--- src/rtl/inst_fetch_pkg.sv ---
// Shared widths, reset/NOP constants and IF/ID register layout for the fetch stage.
// Imported by the fetch top and its next-PC selector.
package inst_fetch_pkg;

    localparam int InstAddrWidth = 32;
    localparam int InstWidth     = 32;

    localparam logic [InstAddrWidth-1:0] RESET_PC = 32'h1c00_0000;
    localparam logic [InstWidth-1:0]     NOP_INST = 32'h0340_0000;
    localparam logic [InstAddrWidth-1:0] PC_STEP  = 32'd4;

    typedef enum logic {
        IDLE = 1'b0,
        RUN  = 1'b1
    } fetch_state_e;

    typedef struct packed {
        logic [InstAddrWidth-1:0] pc;
        logic [InstWidth-1:0]     inst;
        logic                     valid;
        logic                     adef;
    } id_reg_t;

    function automatic logic pc_aligned(input logic [InstAddrWidth-1:0] pc);
        return pc[1:0] == 2'b00;
    endfunction

endpackage

--- src/rtl/inst_fetch_pc_next_sel.sv ---
// Next-PC priority mux: flush > unstalled branch > hold (stall or idle) > sequential step.
// Purely combinational; reset is applied by the owning register.
module inst_fetch_pc_next_sel
    import inst_fetch_pkg::*;
#(
    parameter logic [InstAddrWidth-1:0] PC_STEP_P = inst_fetch_pkg::PC_STEP
) (
    input  logic                     i_run,
    input  logic                     i_stall,
    input  logic                     i_flush,
    input  logic [InstAddrWidth-1:0] i_flush_pc,
    input  logic                     i_branch,
    input  logic [InstAddrWidth-1:0] i_branch_target,
    input  logic [InstAddrWidth-1:0] i_pc,
    output logic [InstAddrWidth-1:0] o_pc_next
);

    always_comb begin
        o_pc_next = i_pc;
        if (i_flush) begin
            o_pc_next = i_flush_pc;
        end else if (i_branch && !i_stall) begin
            o_pc_next = i_branch_target;
        end else if (!i_stall && i_run) begin
            // Natural 32-bit overflow gives the 0xFFFFFFFC -> 0 wrap.
            o_pc_next = i_pc + PC_STEP_P;
        end
    end

endmodule

--- src/rtl/inst_fetch.sv ---
// Fetch stage: owns the PC, drives the ROM port and registers {pc, inst, valid, adef} into IF/ID.
// One-cycle latency, one instruction per cycle; stall holds everything, flush/branch redirect.
module inst_fetch #(
    parameter logic [31:0] RESET_PC = inst_fetch_pkg::RESET_PC,
    parameter logic [31:0] NOP_INST = inst_fetch_pkg::NOP_INST,
    parameter logic [31:0] PC_STEP  = inst_fetch_pkg::PC_STEP
) (
    input  logic        clk,
    input  logic        rst,
    input  logic        stall,
    input  logic        flush,
    input  logic [31:0] flush_pc,
    input  logic        branch_flag,
    input  logic [31:0] branch_target,
    output logic        rom_inst_en,
    output logic [31:0] rom_inst_addr,
    input  logic [31:0] rom_inst,
    output logic [31:0] id_pc,
    output logic [31:0] id_inst,
    output logic        id_valid,
    output logic        id_adef
);

    import inst_fetch_pkg::*;

    fetch_state_e r_state;
    fetch_state_e w_state_next;
    logic [31:0]  r_pc;
    logic [31:0]  w_pc_next;
    id_reg_t      r_id;
    id_reg_t      w_id_next;
    logic         w_run;
    logic         w_aligned;

    assign w_run     = (r_state == RUN);
    assign w_aligned = pc_aligned(r_pc);

    inst_fetch_pc_next_sel #(
        .PC_STEP_P(PC_STEP)
    ) u_pc_next_sel (
        .i_run          (w_run),
        .i_stall        (stall),
        .i_flush        (flush),
        .i_flush_pc     (flush_pc),
        .i_branch       (branch_flag),
        .i_branch_target(branch_target),
        .i_pc           (r_pc),
        .o_pc_next      (w_pc_next)
    );

    always_comb begin
        w_state_next = r_state;
        w_id_next    = r_id;
        case (r_state)
            IDLE:    w_state_next = RUN;
            RUN:     w_state_next = RUN;
            default: w_state_next = IDLE;
        endcase

        if (flush) begin
            w_id_next.valid = 1'b0;
            w_id_next.adef  = 1'b0;
            w_id_next.inst  = NOP_INST;
        end else if (!stall) begin
            if (branch_flag) begin
                // The word fetched this cycle is on the wrong path.
                w_id_next.valid = 1'b0;
                w_id_next.adef  = 1'b0;
                w_id_next.inst  = NOP_INST;
            end else if (w_run) begin
                w_id_next.pc    = r_pc;
                w_id_next.inst  = w_aligned ? rom_inst : NOP_INST;
                w_id_next.valid = 1'b1;
                w_id_next.adef  = !w_aligned;
            end else begin
                w_id_next.valid = 1'b0;
            end
        end
    end

    always_ff @(posedge clk) begin
        if (rst) begin
            r_state    <= IDLE;
            r_pc       <= RESET_PC;
            r_id.pc    <= '0;
            r_id.inst  <= NOP_INST;
            r_id.valid <= 1'b0;
            r_id.adef  <= 1'b0;
        end else begin
            r_state <= w_state_next;
            r_pc    <= w_pc_next;
            r_id    <= w_id_next;
        end
    end

    // Misaligned PCs never reach the ROM; the fault travels down as id_adef.
    assign rom_inst_en   = w_run && w_aligned;
    assign rom_inst_addr = r_pc;
    assign id_pc         = r_id.pc;
    assign id_inst       = r_id.inst;
    assign id_valid      = r_id.valid;
    assign id_adef       = r_id.adef;

endmodule

--- config.mk ---
export PLATFORM = sky130hd
export DESIGN_NAME = inst_fetch
export DESIGN_NICKNAME = d
export VERILOG_FILES = /design/src/rtl/inst_fetch_pkg.sv /design/src/rtl/inst_fetch_pc_next_sel.sv /design/src/rtl/inst_fetch.sv
export SDC_FILE = /design/constraint.sdc
export NUM_CORES = 1
export LEC_CHECK = 0
export CAP_MARGIN = 40
export CORE_ASPECT_RATIO = 2
export CORE_MARGIN = 1.5
export CORE_UTILIZATION = 46
export DETAILED_ROUTE_END_ITERATION = 10
export HOLD_SLACK_MARGIN = 0.12
export PLACE_DENSITY = 0.87
export SYNTH_ARGS = -nofsm -noshare
export SYNTH_HDL_FRONTEND = slang
export SYNTH_SLANG_ARGS = --single-unit
--- constraint.sdc ---
create_clock -name clk -period 5.8 [get_ports clk]
set_input_delay 1.45 -clock clk [delete_from_list [all_inputs] [get_ports clk]]
set_output_delay 1.45 -clock clk [all_outputs]
set_load 0.01 [all_outputs]
==> impl_metrics.json <==
{
  "ys_types": 63,
  "port_buffers": 199,
  "max-vdd-ir-drop_mv": 0.172,
  "path_cells": "clkdlybuf4s50_1 -> nor3b_1 -> and2_1 -> buf_6 -> a22oi_1 -> nor2_1",
  "antenna_found_initial": 0,
  "path_clk_slew_ns": 0.07,
  "syn_area_mm2": 0.00458,
  "status": "completed",
  "post_cts_resize_count": 0,
  "cts_tree": "built",
  "start_util_pct": 47.2,
  "seq_area_frac_synth_pct": 43.3,
  "final.setup.tns_ns": 0,
  "num_vias": 5181,
  "num-nets-final": 843,
  "pwr-share-clk_pct": 36.9,
  "ys_seq_elements": 99,
  "p_per_area_mw_per_mm2": 227,
  "grt_overflow": 0,
  "nFillCells": 758,
  "insertedDiodeCount": 0,
  "swShare_pct": 27.3,
  "synth_area_leaders": "dfxtp_1, nand2_1, a21oi_1",
  "p_switching_mw": 0.431,
  "fin_skew_ns": 0.00857,
  "synth_top_area_cell": "dfxtp_1",
  "drt_iter0_drc": 415,
  "synth-async-reset-ratio_pct": 0,
  "final-setup-viol-count": 0,
  "synth_flop_cell": "dfxtp_1",
  "cts.root.buffer_cell": "clkbuf_16",
  "place_congestion": 0.890,
  "crit_path_top_delay_cell": "nor3b_1",
  "hold_path.class": "reg2reg",
  "vias_per_cell": 5.90,
  "synthesis.nets": 667,
  "path_max_fanout": 15,
  "core-area_mm2": 0.00970,
  "cp_data_arrival_time_ns": 3.76,
  "final_cell_count_no_fill": 878,
  "p_leak_nw": 2.35,
  "ys_warn_count": 0,
  "rsz0062_at_grt": "no",
  "grt_max_degree": 61,
  "pwr-share-seq_pct": 47.2,
  "drive_above_1_share_pct": 5.63,
  "clock_sinks": 99,
  "seq_area_mm2": 0.00198,
  "worstMarginPinSlew_ns": 0.930,
  "synth_top_area_share_pct": 43.3,
  "die_area_mm2": 0.0106,
  "drc_errors": 0,
  "relSlewSlack_pct": 38.0,
  "maxCapViolations": 0,
  "required_ns": 6.07,
  "clk_latency_ns": 0.35,
  "pwr-share-comb_pct": 15.9,
  "wl_um": 16500,
  "cts_setup_buffers": 0,
  "p_int_mw": 1.15,
  "cts-htree-levels": 3,
  "finish.utilization_pct": 71.6,
  "synth_edf_count": 0,
  "worst_setup_path_start_kind": "input port",
  "rows": 51,
  "routedWlPerCell_um": 18.8,
  "antenna_left": 0,
  "crit_family": "simple AND/OR/NAND/NOR gates",
  "cts-buffers-inserted": 9,
  "num_io_pins": 200,
  "die_x_um": 73.6,
  "criticalPathCategory": "in2reg",
  "slew_viol_final": 0,
  "dpl.hpwl_um": 12100,
  "grt_pass1_vias": 5356,
  "areaGrowthSynthToFinish_pct": 51.6,
  "synth_area_per_cell_um2": 8.11,
  "firstDrtPassIters": 5,
  "cp_num_buf_inv": 2,
  "cts_buffer_depth": 2,
  "dpl.cell_count": 862,
  "ctsHoldBuffers": 0,
  "p_total_mw": 1.58,
  "min_period_over_period_pct": 60.1,
  "track_usage_pct": 31.2,
  "synthCells": 565,
  "period_minus_slack_ns": 3.49,
  "endpoint_kind": "flip-flop",
  "fmax_mhz": 287,
  "crit_path_max_incr_delay_ns": 0.64,
  "multiInputGateArea_mm2": 0.00238,
  "die_h_um": 144,
  "final-hold-violation-count": 0,
  "grt_pass1_wl_um": 25300
}
-- cell usage after synthesis, types with 5 or more instances --
master,number
dfxtp_1,99
nand2_1,98
nor2_1,62
a21oi_1,56
clkbuf_1,33
a22oi_1,29
o21ai_0,24
o22ai_1,18
nand4_1,13
nand3_1,9
a211oi_1,7
a221o_1,7
inv_1,7
o221ai_1,7
a31oi_1,6
nor4_1,6
and3_1,5
-- registers in the layout, indices dropped and copies added, names as in the netlist --
register / count
id_adef: 1
id_valid: 1
id_inst: 32
r_state: 1
id_pc: 32
rom_inst_addr: 32
-- worst reg2reg max path, stage by stage, from the launching register on --
cell      delay (ns)
dfxtp_1         0.57
ha_1            0.32
nand3_1         0.25
nor3_1          0.60
and4_1          0.31
mux2i_1         0.09
a221oi_1        0.28
-- per-layer routing --
metal  wire length [µm]  track usage [%]
met5                  0                0
met4               1170             21.6
met3               1080             7.53
met2               8840             56.6
met1               5400             29.4
-- cell usage in the layout, fill, tap and decap left out, types with 9 or more instances in the layout --
cell,netlist,routed
nor2_1,62,62
clkdlybuf4s50_1,0,197
a21oi_1,56,56
clkbuf_16,0,9
nand2_1,98,98
dfxtp_1,99,99
a22oi_1,29,29
nand3_1,9,9
nand4_1,13,13
o21ai_0,24,24
o22ai_1,18,18
-- metrics by stage --
| step | instance area (µm²) | setup slack [ns] | hold WS [ns] |
|---|---|---|---|
| floorplan | 4580 | 3.00 | 0.476 |
| global placement | 6590 | 1.81 | 0.441 |
| detailed placement | 6660 | 1.94 | 0.447 |
| CTS | 6950 | 2.32 | 0.456 |
| global route | 6950 | 2.02 | 0.471 |
| finish | 6950 | 2.31 | 0.455 |
-- power groups by stage --
stage,combinational (mW),sequential [mW],clock (mW)
4_1_cts,0.251,0.744,0.583
6_report,0.252,0.745,0.583
3_5_place_dp,0.250,0.759,0
2_1_floorplan,0.103,0.753,0
3_3_place_gp,0.239,0.758,0
5_1_grt,0.270,0.748,0.613
-- final timing paths --
| check | from | end | slack, ns | cells after the start |
|---|---|---|---|---|
| setup / recovery | stall | id_inst[3] | 2.31 | 6 |
| hold / removal | id_pc[22] | id_pc[22] | 0.46 | 2 |
| setup reg to reg | rom_inst_addr[2] | rom_inst_addr[16] | 3.31 | 6 |
| hold reg to reg | id_pc[22] | id_pc[22] | 0.46 | 2 |
-- final cells by class --
class | instances | share of cell area, %
Clock buffer | 10 | 3.44
Clock inverter | 6 | 0.702
Inverter | 8 | 0.432
Multi-Input combinational cell | 412 | 34.3
Sequential cell | 99 | 28.5
Tap cell | 132 | 2.38
Timing Repair Buffer | 211 | 30.2
-- cells by family (layout without fill, tap and decap cells) --
| kind of cell | after synthesis | in the layout | synth area share, % |
|---|---|---|---|
| compound gates | 179 | 179 | 25.6 |
| xor+xnor | 8 | 8 | 1.53 |
| fa+ha+maj | 1 | 1 | 0.273 |
| buf+inv | 54 | 235 | 5.22 |
| flops | 99 | 99 | 43.3 |
| mux | 3 | 3 | 0.655 |
| simple gates | 221 | 221 | 23.5 |
No activity file was read; power rests on OpenSTA's default activity.
